--- config.mk ---
export PLATFORM = sky130hd
export DESIGN_NAME = regfile_mp_sb
export DESIGN_NICKNAME = d
export VERILOG_FILES = /design/src/rtl/regfile_mp_sb_pkg.sv /design/src/rtl/regfile_scoreboard.sv /design/src/rtl/regfile_mp_sb.sv
export SDC_FILE = /design/constraint.sdc
export NUM_CORES = 2
export LEC_CHECK = 0
export CORE_UTILIZATION = 56
export CTS_BUF_LIST = sky130_fd_sc_hd__clkbuf_8
export CTS_CLUSTER_DIAMETER = 40
export CTS_CLUSTER_SIZE = 12
export DETAILED_ROUTE_END_ITERATION = 16
export MAX_ROUTING_LAYER = met4
export PLACE_DENSITY = 0.79
export SYNTH_ARGS = -nofsm -noshare
export SYNTH_HDL_FRONTEND = slang
export SYNTH_SLANG_ARGS = --single-unit
--- constraint.sdc ---
create_clock -name clk_i -period 37.6 [get_ports clk_i]
set_input_delay 3.76 -clock clk_i [delete_from_list [all_inputs] [get_ports clk_i]]
set_output_delay 3.76 -clock clk_i [all_outputs]
set_load 0.1 [all_outputs]
--- src/rtl/regfile_mp_sb_pkg.sv ---
// Shared register-file definitions: bus-shape macros derived from XLEN/NREG
// and the package constants/helpers used by the register file and its scoreboard.
`ifndef YSYX_23060251_REG_DEFS
`define YSYX_23060251_REG_DEFS
`define YSYX_23060251_REG_NUM(nreg) (nreg)
`define YSYX_23060251_REG_BUS(xlen) [(xlen)-1:0]
`define YSYX_23060251_RS_BUS(nreg) [$clog2(nreg)-1:0]
`define YSYX_23060251_ZERO_REG 0
`endif

package regfile_mp_sb_pkg;

    localparam int unsigned ZERO_REG = `YSYX_23060251_ZERO_REG;

    // x0 is architecturally constant: it is never written, never pending, always reads 0.
    function automatic logic is_zero_reg(input int unsigned idx);
        return idx == ZERO_REG;
    endfunction

endpackage

--- src/rtl/regfile_scoreboard.sv ---
// Pending-write scoreboard: one bit per register, set at issue and cleared at
// writeback, with per-read-port busy flags for RAW stall detection in decode.
module regfile_scoreboard
    import regfile_mp_sb_pkg::*;
#(
    parameter int NREG   = 32,
    parameter int NR     = 2,
    parameter int NW     = 1,
    parameter int BYPASS = 1,
    localparam int AW    = $clog2(NREG)
) (
    input  logic             clk_i,
    input  logic             rst_i,
    input  logic             issue_i,
    input  logic [AW-1:0]    issue_rd_i,
    input  logic [NW-1:0]    wen_i,
    input  logic [NW*AW-1:0] rd_i,
    input  logic [NR*AW-1:0] rs_i,
    output logic [NR-1:0]    busy_o,
    output logic [NREG-1:0]  pend_o
);

    logic [NREG-1:0] r_pend;
    logic [NREG-1:0] w_set;
    logic [NREG-1:0] w_clr;

    always_comb begin
        w_set = '0;
        w_clr = '0;
        if (issue_i && !is_zero_reg(32'(issue_rd_i))) begin
            w_set[issue_rd_i] = 1'b1;
        end
        for (int k = 0; k < NW; k++) begin
            if (wen_i[k]) begin
                w_clr[rd_i[k*AW +: AW]] = 1'b1;
            end
        end
    end

    // Set dominates clear: a newly issued producer supersedes the one retiring now.
    always_ff @(posedge clk_i or posedge rst_i) begin
        if (rst_i) begin
            r_pend <= '0;
        end else begin
            r_pend <= w_set | (r_pend & ~w_clr);
        end
    end

    always_comb begin
        busy_o = '0;
        for (int j = 0; j < NR; j++) begin
            busy_o[j] = r_pend[rs_i[j*AW +: AW]]
                        && !((BYPASS != 0) && w_clr[rs_i[j*AW +: AW]]);
        end
    end

    assign pend_o = r_pend;

endmodule

--- src/rtl/regfile_mp_sb.sv ---
// Multi-port general-purpose register file with hardwired-zero x0, optional
// write-to-read bypass and an integrated pending-write scoreboard.
module regfile_mp_sb
    import regfile_mp_sb_pkg::*;
#(
    parameter int XLEN   = 32,
    parameter int NREG   = 32,
    parameter int NR     = 2,
    parameter int NW     = 1,
    parameter int BYPASS = 1,
    localparam int AW    = $clog2(NREG)
) (
    input  logic               clk_i,
    input  logic               rst_i,
    input  logic [NW-1:0]      wen_i,
    input  logic [NW*AW-1:0]   rd_i,
    input  logic [NW*XLEN-1:0] wdata_i,
    input  logic [NR*AW-1:0]   rs_i,
    output logic [NR*XLEN-1:0] src_o,
    output logic [NR-1:0]      busy_o,
    input  logic               issue_i,
    input  logic [AW-1:0]      issue_rd_i,
    output logic [NREG-1:0]    pend_o
);

    logic `YSYX_23060251_REG_BUS(XLEN) r_regs    [`YSYX_23060251_REG_NUM(NREG)];
    logic `YSYX_23060251_REG_BUS(XLEN) w_wr_data [`YSYX_23060251_REG_NUM(NREG)];
    logic [NREG-1:0]                   w_wr_en;

    // Ports are scanned in ascending order so the highest-index writer wins a conflict.
    always_comb begin
        w_wr_en = '0;
        for (int r = 0; r < NREG; r++) begin
            w_wr_data[r] = '0;
        end
        for (int k = 0; k < NW; k++) begin
            if (wen_i[k] && !is_zero_reg(32'(rd_i[k*AW +: AW]))) begin
                w_wr_en[rd_i[k*AW +: AW]]   = 1'b1;
                w_wr_data[rd_i[k*AW +: AW]] = wdata_i[k*XLEN +: XLEN];
            end
        end
    end

    always_ff @(posedge clk_i or posedge rst_i) begin
        if (rst_i) begin
            for (int r = 0; r < NREG; r++) begin
                r_regs[r] <= '0;
            end
        end else begin
            for (int r = 1; r < NREG; r++) begin
                if (w_wr_en[r]) begin
                    r_regs[r] <= w_wr_data[r];
                end
            end
        end
    end

    for (genvar j = 0; j < NR; j++) begin : g_read
        logic [AW-1:0]                     w_rs;
        logic `YSYX_23060251_REG_BUS(XLEN) w_val;

        assign w_rs = rs_i[j*AW +: AW];

        always_comb begin
            w_val = '0;
            if (!is_zero_reg(32'(w_rs))) begin
                if ((BYPASS != 0) && w_wr_en[w_rs]) begin
                    w_val = w_wr_data[w_rs];
                end else begin
                    w_val = r_regs[w_rs];
                end
            end
        end

        assign src_o[j*XLEN +: XLEN] = w_val;
    end

    regfile_scoreboard #(
        .NREG   (NREG),
        .NR     (NR),
        .NW     (NW),
        .BYPASS (BYPASS)
    ) u_scoreboard (
        .clk_i      (clk_i),
        .rst_i      (rst_i),
        .issue_i    (issue_i),
        .issue_rd_i (issue_rd_i),
        .wen_i      (wen_i),
        .rd_i       (rd_i),
        .rs_i       (rs_i),
        .busy_o     (busy_o),
        .pend_o     (pend_o)
    );

endmodule

# == Word level (Yosys, flattened, before mapping) ==
# Index checks and enable logic that the tools add are counted.
# word_totals
register_bits,1024
in_bits,56
elab_cells,102
# op_classes
magnitude_cmp,10
n_mux,38
bitwise_logic,7
n_reduce_logical,15
# ops
operator,n
$and A1024 B1024 Y1024,1
$mux W1024,1
$bmux W32 S5,4
$mux W32,16
$demux W32 S5,1
$and A32 B32 Y32,1
$not A32 Y32,1
$or A32 B32 Y32,1
$bmux W1 S5,6
$lt A5 B6 Y1 const B,4
$logic_not A5 Y1,4
$ge A6 B6 Y1 const B,3
$not A5 Y6,3
$demux W1 S5,2
$ge A5 B1 Y1 const B,2
$mux W1,8
$logic_and A1 B1 Y1,7
$lt A6 B1 Y1 const B,1
$logic_not A1 Y1,4

# == Depth between registers and ports, before layout ==
# depth
word_depth,12
ltp_mapped,12
mapped_depth_nobuf,7

# == By module ==
# Synthesis repeated with hierarchy kept, for this count alone.
# hier_totals
cells_unflattened,4280
hier_area_um2,55707.2
# by_module_without_submodules
mod,n_inst,cells_each,area_per_inst_um2,seq_area_each_um2
regfile_mp_sb,1,4090,53635.2,24823.8
regfile_scoreboard,1,190,2072.0,800.8

# == Worst setup path after synthesis ==
# OpenSTA, ideal clock, no wires.
# synth_path
kind,in2out
from,input port rd_i[1]
to,output port src_o[38]
arrival_ns,7.671
slack_ns,26.169
cell_stages,10
path_cell_list,clkbuf_1 -> buf_2 -> nor4b_2 -> and2_1 -> buf_2 -> nand2_1 -> o22ai_1 -> a21oi_1 -> o31ai_1 -> a21boi_0
# synth_via
elab_chain_cells,12
word_cells_on_any_way,24
classes_between,4 x order compare; 13 x mux; 2 x bitwise; 5 x reduce/logical
# synth_rtl
element,line,rtl
"start, declared",regfile_mp_sb.sv:16,"input logic [NW*AW-1:0] rd_i,"
$not A5 Y6 (implied by the code),regfile_mp_sb.sv:39,w_wr_data[rd_i[k*AW +: AW]] = wdata_i[k*XLEN +: XLEN];
$ge A6 B6 Y1 (implied by the code) or $lt A6 B1 Y1 (tied branches),regfile_mp_sb.sv:39,
$logic_and A1 B1 Y1 (implied by the code),regfile_mp_sb.sv:39,
$mux W32 (implied by the code),regfile_mp_sb.sv:39,
$demux W32 S5,regfile_mp_sb.sv:39,
$and A1024 B1024 Y1024 (no line),-,
$mux W1024,regfile_mp_sb.sv:37,if (wen_i[k] && !is_zero_reg(32'(rd_i[k*AW +: AW]))) begin
$bmux W32 S5,regfile_mp_sb.sv:68,w_val = w_wr_data[w_rs];
$mux W32 (implied by the code) (2 in a row),regfile_mp_sb.sv:68,
$mux W32 *,regfile_mp_sb.sv:67,if ((BYPASS != 0) && w_wr_en[w_rs]) begin
$mux W32 *,regfile_mp_sb.sv:66,if (!is_zero_reg(32'(w_rs))) begin
"end, declared",regfile_mp_sb.sv:19,"output logic [NR*XLEN-1:0] src_o,"
# Mark *: on every way between the ends. The rest lies on a longest branch, timed or not. The select of a mux whose other input is x is not followed.

# == Worst setup path after layout ==
# layout_path
from,input port rs_i[2]
to,output port src_o[4]
# layout_via
elab_chain_cells,6
word_cells_on_any_way,12
classes_between,10 x mux; 1 x bitwise; 1 x reduce/logical
# layout_rtl
element,line,rtl
"start, declared",regfile_mp_sb.sv:18,"input logic [NR*AW-1:0] rs_i,"
$not A5 Y6 (implied by the code),"regfile_mp_sb.sv:68, regfile_mp_sb.sv:70",
$bmux W32 S5 (on tied branches),"regfile_mp_sb.sv:70, regfile_mp_sb.sv:68",
$mux W32 (on tied branches) (2 in a row),"regfile_mp_sb.sv:70, regfile_mp_sb.sv:68",
$mux W32,regfile_mp_sb.sv:67,
$mux W32 *,regfile_mp_sb.sv:66,
# Marks and branches as above.

==> run metrics <==
PD cells 53.8 nW/um^2; area delta synth->final 9.07%; layout cells sized above 1 0.279; cells taking the most area after synthesis dfrtp_1 (45%), mux4_2 (24%), mux2_2 (7.1%), o21ai_0 (6.7%), nand2_1 (6.3%); Peak VDD IR 0.0385 mV; Avg Vias per Cell 7.18; unrepaired setup endpoints after global routing false; CTS Hold Buffers Added 0; Finish-stage setup viols 0; GRT overflow 0; final wirelength 197000 microns; Residual DRC 0; Yosys cell types 75; largest net degree at the start of global routing 187; clock network power share 0.281; antenna-violating nets left 0; total core area 100000 sq um; crit path time final 13.32 ns; met1 WL 68900 microns; synth warn 32; GPL Wtd Cong 1.02; Syn Std Cell Area 56900 sq um; most common library cells after synthesis dfrtp_1 (1024), nand2_1 (958), o21ai_0 (766); Pre-antenna DRT Iters 6; Die X 321 microns; vias in the first global route 44500; multiplexer area fraction after synthesis 0.322; Final nets 4774; Cells after Synth 4849; worst relative slew slack 0.167; CTS max path bufs 3; Initial DRC Count 6317; CTS tree yes; H-tree levels 4; Avg Cell Area, Syn 11.7 sq um; Psw 1150 uW; DR WL met2 86800 microns; main combinational cell family by area after synthesis multiplexers; Post-Route Setup TNS 0 ns; Synth Area in Adders 0; Max Freq 0.0751 GHz; most common cell in the netlist dfrtp_1; post-synthesis sequential area ratio 0.451; CTS Buf Count 134; PostCTS Resize Cnt 0; Int Pwr 2190 uW; post-synthesis compound-gate area fraction 0.101; post-route clock period utilization 0.354; final HPWL from detailed placement 112000 microns; total track usage 0.401; Post-synth EDFFs 0; Seq cells post-synth 1024; xor/xnor cell area share of the yosys netlist 0.00154; Clock Tree Root clkbuf_8; fraction of power spent switching nets 0.345; Initial Util 0.567; area post-placement 59100 sq um; drt wl/cell 31.9 microns; Worst EP required 33.84 ns; first-pass GRT wire length 291000 microns; die area 103000 sq um; Synth Flop Type dfrtp_1; Critical Path Fanout Max 47; status complete, no violations; Skew-Pair Late Insertion Delay 0.84 ns; Synthesized Nets 4905; Worst Tran Pin Value 1.24 ns; port bufs 153; clk slew on worst S/H paths 0.07 ns; simple logic cell fraction of the synthesized area 0.0865; initial antenna violation count 9; share of the synthesized area in the top cell type 0.451; Data arrival, critical path 9.56 ns; sequential share of power 0.441; Post-CTS Setup Repair Bufs 0; Die Span Y 321 microns; metal3 WL 27700 microns; leakage power of the design 0.0266 uW; FFs w/ async S/R, synth 1.00; CP endpoint kind output pin; vias 44400; cell taking the most area after synthesis dfrtp_1; highest routing layer actually used met4; Combinational Power Share 0.277; TritonCTS sink count 1024; count of final max-slew check failures 0; Crit Path Class input port to output pin; max_cap viols 0; crit start category input port; clk_skew 0 ns; Row Count 116; type of the worst min-delay path flop to flop; I/O Pins 154; Final Hold Vio Count 0; post-route cell area 62000 sq um
power groups by stage:
stage | Combinational, uW | Clock [uW] | Sequential [uW]
after floorplan | 647 | 0 | 1490
after global placement | 888 | 0 | 1460
after detailed placement | 912 | 0 | 1480
after CTS | 914 | 939 | 1460
after global routing | 975 | 983 | 1500
final | 925 | 939 | 1470
cells in the final DEF (no fill, tap or decap), types with 6 or more instances in the layout:
master	n
mux2_2	358
o31ai_1	9
mux4_2	596
nand4_1	21
clkdlybuf4s50_1	144
inv_6	16
a31oi_1	33
nand2_4	22
a311oi_1	8
o22ai_1	12
clkinv_2	18
clkinv_4	9
nor2b_1	7
inv_1	27
a211oi_1	12
a21oi_1	83
o21ai_1	7
a22o_1	15
nor3_1	30
and3_1	10
mux2i_1	85
clkbuf_8	146
a31o_2	6
xnor2_1	6
nand3_1	27
bufinv_16	14
nand2_2	9
o2111ai_1	6
diode_2	11
and2_1	10
a21o_1	8
nor2_1	90
dfrtp_1	1024
clkinvlp_4	14
buf_4	87
buf_12	6
nand2_1	927
o211ai_1	15
o21ai_0	758
cell type report:
| class | instances | area [sq um] |
|---|---|---|
| Multi-Input combinational cell | 3294 | 29400 |
| Sequential cell | 1024 | 25600 |
| Timing Repair Buffer | 244 | 2290 |
| Inverter | 20 | 92.6 |
| Fill cell | 7488 | 38300 |
| Tap cell | 1357 | 1700 |
| Clock inverter | 88 | 931 |
| Antenna cell | 11 | 27.5 |
| Clock buffer | 146 | 2010 |
path summary, 6_finish.rpt:
check	startpoint	to	slack, ns	cells past startpoint
setup / recovery	rs_i[2]	src_o[4]	24.28	10
hold / removal	r_regs[146]	r_regs[146]	0.50	2
setup reg to reg	u_scoreboard.pend_o[0]	u_scoreboard.pend_o[0]	36.67	1
hold reg to reg	r_regs[146]	r_regs[146]	0.50	2
max in group asynchronous	rst_i	r_regs[375]	31.17	5
min in group asynchronous	rst_i	r_regs[154]	3.40	2
cells by family after synthesis:
kind of cell,after synthesis
buf+inv,531
mux,1039
simple gates,1203
compound gates,1042
xor+xnor,10
flops,1024
state kept, by name, summed over array words and instances (netlist names):
name / cells
r_regs: 992
u_scoreboard.pend_o: 32
metrics by stage:
step / util / total power [uW] / cells / setup slack, ns / hold slack [ns]
3_3_place_gp: 0.589 / 2350 / 5939 / 24.65 / 0.473
3_5_place_dp: 0.589 / 2400 / 5939 / 24.66 / 0.484
6_report: 0.619 / 3340 / 6184 / 24.28 / 0.499
5_1_grt: 0.618 / 3450 / 6182 / 24.40 / 0.512
2_1_floorplan: - / 2140 / 4849 / 5.02 / 0.459
4_1_cts: 0.618 / 3320 / 6173 / 24.66 / 0.501
layer usage:
| metal | track usage | vias to the layer above |
|---|---|---|
| li1 | - | 17700 |
| met1 | 0.497 | 22400 |
| met2 | 0.561 | 3453 |
| met3 | 0.148 | 920 |
| met4 | 0.246 | 0 |
| met5 | - | - |
worst max-delay path, stage by stage:
cell	delay, ns
buf_4	0.23
buf_4	0.70
buf_4	0.84
nand4_1	0.25
a31o_2	0.37
a32oi_4	0.85
buf_4	0.51
o21ai_0	0.19
o21ai_0	0.47
clkdlybuf4s50_1	1.23
(Power assumes the default switching activity.)
